## src/rtl/usrt_pkg.sv

```systemverilog
// Shared definitions for the USRT transmit path: register offsets, STATUS/CTRL
// bit positions and the default buffer depth.
package usrt_pkg;

    localparam int DEFAULT_DEPTH = 8;

    localparam logic [3:0] REG_DATA   = 4'h0;
    localparam logic [3:0] REG_STATUS = 4'h4;
    localparam logic [3:0] REG_CTRL   = 4'h8;

    localparam int STAT_EMPTY   = 0;
    localparam int STAT_FULL    = 1;
    localparam int STAT_OVF     = 2;
    localparam int STAT_CNT_LSB = 3;
    localparam int STAT_CNT_W   = 5;

    localparam int CTRL_TX_EN   = 0;
    localparam int CTRL_FLUSH   = 1;
    localparam int CTRL_OVF_CLR = 2;

endpackage

```

## src/rtl/usrt_sync_fifo.sv

```systemverilog
// Single-clock circular FIFO with occupancy count, push/pop/flush and a
// registered (non fall-through) head output.
module usrt_sync_fifo #(
    parameter int DEPTH  = 8,
    parameter int DATA_W = 8,
    localparam int PTR_W = $clog2(DEPTH),
    localparam int CNT_W = PTR_W + 1
) (
    input  logic              clk,
    input  logic              rstN,
    input  logic              push,
    input  logic              pop,
    input  logic              flush,
    input  logic [DATA_W-1:0] wrData,
    output logic [DATA_W-1:0] rdData,
    output logic              full,
    output logic              empty,
    output logic [CNT_W-1:0]  count
);

    logic [DATA_W-1:0] mem [DEPTH];
    logic [PTR_W-1:0]  headPtr;
    logic [PTR_W-1:0]  tailPtr;
    logic              doPush;
    logic              doPop;

    assign full  = (count == CNT_W'(DEPTH));
    assign empty = (count == '0);

    // A pop frees the slot the push lands in, so a full FIFO may still accept.
    assign doPush = push & ~flush & (~full | pop);
    assign doPop  = pop & ~empty & ~flush;

    always_ff @(posedge clk or negedge rstN) begin
        if (!rstN) begin
            headPtr <= '0;
            tailPtr <= '0;
            count   <= '0;
        end else if (flush) begin
            headPtr <= '0;
            tailPtr <= '0;
            count   <= '0;
        end else begin
            if (doPush) tailPtr <= tailPtr + 1'b1;
            if (doPop)  headPtr <= headPtr + 1'b1;
            case ({doPush, doPop})
                2'b10:   count <= count + 1'b1;
                2'b01:   count <= count - 1'b1;
                default: count <= count;
            endcase
        end
    end

    always_ff @(posedge clk) begin
        if (doPush) mem[tailPtr] <= wrData;
    end

    assign rdData = empty ? '0 : mem[headPtr];

endmodule

```

## src/rtl/usrt_tx_fifo.sv

```systemverilog
// APB-programmable transmit buffer feeding the USRT serializer over a
// valid/ready handshake; holds DATA/STATUS/CTRL registers.
module usrt_tx_fifo
    import usrt_pkg::*;
#(
    parameter int DEPTH = DEFAULT_DEPTH
) (
    input  logic        pClk,
    input  logic        pReset,
    input  logic        pSelect,
    input  logic        pEnable,
    input  logic        pWrite,
    input  logic [32:0] pAddress,
    input  logic [7:0]  pWData,
    output logic [7:0]  pRData,
    output logic        pReady,
    output logic [7:0]  txData,
    output logic        txValid,
    input  logic        txReady
);

    localparam int CNT_W = $clog2(DEPTH) + 1;

    logic [3:0]       regAddr;
    logic             unusedAddrBits;
    logic             access;
    logic             busWrite;
    logic             busRead;
    logic             push;
    logic             pop;
    logic             flush;
    logic             ctrlWrite;
    logic             full;
    logic             empty;
    logic             txEn;
    logic             overflow;
    logic [CNT_W-1:0] count;
    logic [7:0]       statusByte;
    logic [7:0]       ctrlByte;

    assign regAddr        = pAddress[3:0];
    assign unusedAddrBits = ^pAddress[32:4];

    assign access   = pSelect & pEnable;
    assign pReady   = access;
    assign busWrite = access & pWrite;
    assign busRead  = access & ~pWrite;

    assign push      = busWrite & (regAddr == REG_DATA);
    assign ctrlWrite = busWrite & (regAddr == REG_CTRL);
    assign flush     = ctrlWrite & pWData[CTRL_FLUSH];

    assign txValid = txEn & ~empty;
    assign pop     = txValid & txReady;

    usrt_sync_fifo #(
        .DEPTH  (DEPTH),
        .DATA_W (8)
    ) uFifo (
        .clk    (pClk),
        .rstN   (pReset),
        .push   (push),
        .pop    (pop),
        .flush  (flush),
        .wrData (pWData),
        .rdData (txData),
        .full   (full),
        .empty  (empty),
        .count  (count)
    );

    // Overflow only when a byte is really dropped: full with no pop freeing a slot.
    always_ff @(posedge pClk or negedge pReset) begin
        if (!pReset) begin
            txEn     <= 1'b0;
            overflow <= 1'b0;
        end else begin
            if (ctrlWrite) txEn <= pWData[CTRL_TX_EN];
            if (push & full & ~pop)
                overflow <= 1'b1;
            else if (ctrlWrite & pWData[CTRL_OVF_CLR])
                overflow <= 1'b0;
        end
    end

    always_comb begin
        statusByte = '0;
        statusByte[STAT_EMPTY] = empty;
        statusByte[STAT_FULL]  = full;
        statusByte[STAT_OVF]   = overflow;
        statusByte[STAT_CNT_LSB +: STAT_CNT_W] = STAT_CNT_W'(count);
        ctrlByte = '0;
        ctrlByte[CTRL_TX_EN] = txEn;
    end

    always_comb begin
        pRData = '0;
        if (busRead) begin
            case (regAddr)
                REG_STATUS: pRData = statusByte;
                REG_CTRL:   pRData = ctrlByte;
                default:    pRData = '0;
            endcase
        end
    end

endmodule

```

## config.mk

```make
export PLATFORM = sky130hd
export DESIGN_NAME = usrt_tx_fifo
export DESIGN_NICKNAME = d
export VERILOG_FILES = /design/src/rtl/usrt_pkg.sv /design/src/rtl/usrt_sync_fifo.sv /design/src/rtl/usrt_tx_fifo.sv
export SDC_FILE = /design/constraint.sdc
export NUM_CORES = 1
export LEC_CHECK = 0
export ABC_AREA = 1
export CAP_MARGIN = 25
export CORE_UTILIZATION = 54
export CTS_BUF_LIST = sky130_fd_sc_hd__clkbuf_4 sky130_fd_sc_hd__clkbuf_8
export DETAILED_ROUTE_END_ITERATION = 12
export PLACE_DENSITY = 0.83
export SLEW_MARGIN = 0
export SYNTH_ARGS = -nofsm -noshare
export SYNTH_HDL_FRONTEND = slang
export SYNTH_SLANG_ARGS = --single-unit
```

## constraint.sdc

```tcl
create_clock -name pClk -period 2.45 [get_ports pClk]
set_input_delay 0.3675 -clock pClk [delete_from_list [all_inputs] [get_ports pClk]]
set_output_delay 0.3675 -clock pClk [all_outputs]
set_load 0.1 [all_outputs]
```

==> metrics.yaml <==
status: "finished clean"
fin_worst_skew_ns: 0.00820
dr_total_vias: 2461
p_comb_frac: 0.585
hp-class: "in -> async"
die_y_um: 81.3
synth-seq-cells: 76
p_int_w: 0.00297
dpl_worst_slack_ns: 0.0741
htreeDepth: 3
clk_latency_ns: 0.34
grt_pass1_vias: 2404
clock.fmax_ghz: 0.417
reg2reg_setup_slack_ns: 0.49
cts.sinks: 76
syn-num-nets: 363
p_leak_nw: 1.65
vdd_ir_drop_max_mv: 1.89
fin_hold_ws_ns: 0.395
worst_pin_slew_ns: 0.599
power_density_nw_per_um2: 1300
num_antenna_cells: 0
wl_mm: 7.35
rr_endpoint: "uFifo.mem[2][1]$_DFFE_PP_"
slew-limit-headroom: 0.601
sequentialPowerShare: 0.275
clk_pin_slew_ns: 0.08
cp_max_fo: 17
gr-total-overflow: 0
regArea_um2: 2220
grt_max_degree: 36
area_delta_synth_final_pct: 28.9
first_iter_violations: 184
p_sw_w: 0.00272
antenna_left: 0
end_kind: "primary output"
avgSynthCellArea_um2: 10.9
period_minus_slack_ns: 2.40
period_share: 0.980
cts-buffers-inserted: 9
cts_tree: "built"
tns_ns: 0
finalSetupViolations: 0
r2r_cells: 10
swShare: 0.479
drt-pass1-iter-count: 4
drive_gt1_frac: 0.205
cap_violations: 0
crit_required_ns: 2.08
portBuffers: 34
ios: 65
antenna_found_initial: 0
core_um2: 5990
multi_input_area_um2: 1140
crit_arrival_ns: 2.03
power.share.clock: 0.140
cts_max_path_buffers: 2
seq_area_frac_synth: 0.654
synth_warnings: 0
synth_cells: 312
detail_route.wl_per_cell_um: 16.5
fillCellCount: 371
rsz0062_at_grt: "yes"
start_util: 0.567
path_class: "reg -> out"
drc: 0
slew_viol_final: 0
r2r-start: "uFifo.count[3]$_DFFE_PN0P_"
grt_pass1_wl_mm: 11.8
dieArea_um2: 6610
chipWidth_um: 81.3
gr-usage-all-layers: 0.252
cts_root_buf: "clkbuf_8"
synth_cell_types: 30
row_count: 28
post-route-worst-setup-slack_ns: 0.0500
gp_congestion: 0.802
syn_area_um2: 3400
dp_hpwl_mm: 4.94
cp-start-kind: "flip-flop"
hold_violations: 0
vias_per_cell: 5.53
nets: 416
layout by cell type (no fill, tap or decap), drive strengths merged, types with 4 or more instances in the layout:
cell type / n
a31oi: 8
buf: 36
clkbuf: 10
clkdlybuf4s50: 17
clkinv: 4
dfrtp: 12
edfxtp: 64
ha: 4
inv: 27
nand2: 37
nand3: 7
nor2: 64
nor3: 9
o21ai: 48
o22ai: 8
stage by stage:
stage               area, um^2  cells   util  total power, W
floorplan                 3520    312      -         0.00381
global placement          4190    427  0.699         0.00476
detailed placement        4190    427  0.699         0.00483
CTS                       4350    443  0.727         0.00563
global route              4380    445  0.731         0.00593
finish                    4380    445  0.731         0.00569
kinds of logic after synthesis:
kind of cell / count (synthesis) / synth area share
other: 1 / 0.00110
adder cells (fa/ha/maj): 4 / 0.0147
AO/OA/AOI/OAI: 69 / 0.112
buffers and inverters: 39 / 0.0446
multiplexers: 1 / 0.00331
flip-flops: 76 / 0.654
AND/OR/NAND/NOR: 121 / 0.167
XOR/XNOR: 1 / 0.00258
synthesized netlist by cell type, drive strengths merged:
cell type  number  share of area
edfxtp         64           0.57
nor2           64          0.080
o21ai          48          0.074
nand2          37          0.050
inv            28          0.031
dfrtp          12          0.088
clkbuf          9         0.0099
nor3            9          0.013
a31oi           8          0.015
o22ai           8          0.015
nand3           7          0.015
ha              4          0.015
a21oi           3         0.0044
buf             2         0.0037
nand3b          2         0.0044
o21a            2         0.0044
conb            1         0.0011
mux2            1         0.0033
nand4           1         0.0018
or2             1         0.0026
xor2            1         0.0026
timing repair:
| action | CTS | global route |
|---|---|---|
| setup endpoints to repair | 0 | 8 |
| hold endpoints to repair | 0 | 0 |
| resized for setup | 0 | 15 |
| setup buffers | 0 | 2 |
| hold buffers | 0 | 0 |
worst max-delay path, stage by stage (launching register included):
cell,delay [ns]
dfrtp_1,0.43
clkinvlp_4,0.27
buf_4,0.28
o21ai_0,0.32
a31oi_4,0.16
buf_12,0.22
layer usage:
metal | up-vias | global-route usage | wire, um
met5 | - | 0 | 0
met4 | 0 | 0.136 | 112
met3 | 10 | 0.0416 | 345
met2 | 70 | 0.386 | 3750
met1 | 1192 | 0.344 | 3140
li1 | 1189 | - | -
power by group through the flow:
| stage | Sequential [W] | Combinational, W | Clock, W |
|---|---|---|---|
| 4_1_cts | 0.00155 | 0.00328 | 0.000802 |
| 5_1_grt | 0.00157 | 0.00350 | 0.000858 |
| 6_report | 0.00156 | 0.00333 | 0.000799 |
| 2_1_floorplan | 0.00157 | 0.00224 | 0 |
| 3_3_place_gp | 0.00158 | 0.00318 | 0 |
| 3_5_place_dp | 0.00158 | 0.00325 | 0 |
how the worst max path moves through the flow:
stage	slack (ns)	startpoint	cells past startpoint	end
finish	0.05	uFifo.headPtr[0]$_DFFE_PN0P_	5	txData[7]
global placement	0.16	pSelect	10	uFifo.mem[6][6]$_DFFE_PP_
global route	-0.04	uFifo.headPtr[0]$_DFFE_PN0P_	5	txData[0]
CTS	0.01	uFifo.headPtr[0]$_DFFE_PN0P_	6	txData[0]
detailed placement	0.07	pWrite	10	uFifo.mem[2][0]$_DFFE_PP_
floorplan	-0.02	pAddress[0]	5	pRData[0]
state kept, by name, summed over array words and instances (netlist names):
name,count
uFifo.mem,64
uFifo.count,4
uFifo.headPtr,3
uFifo.tailPtr,3
overflow,1
txEn,1
final cells by class:
type	count	area share
inverter	28	0.0249
sequential	76	0.507
timing repair buffer	53	0.148
clock buffer	10	0.0300
multi-input combinational	197	0.261
clock inverter	6	0.00714
tap	75	0.0214
No activity file was read; power rests on OpenSTA's default activity.
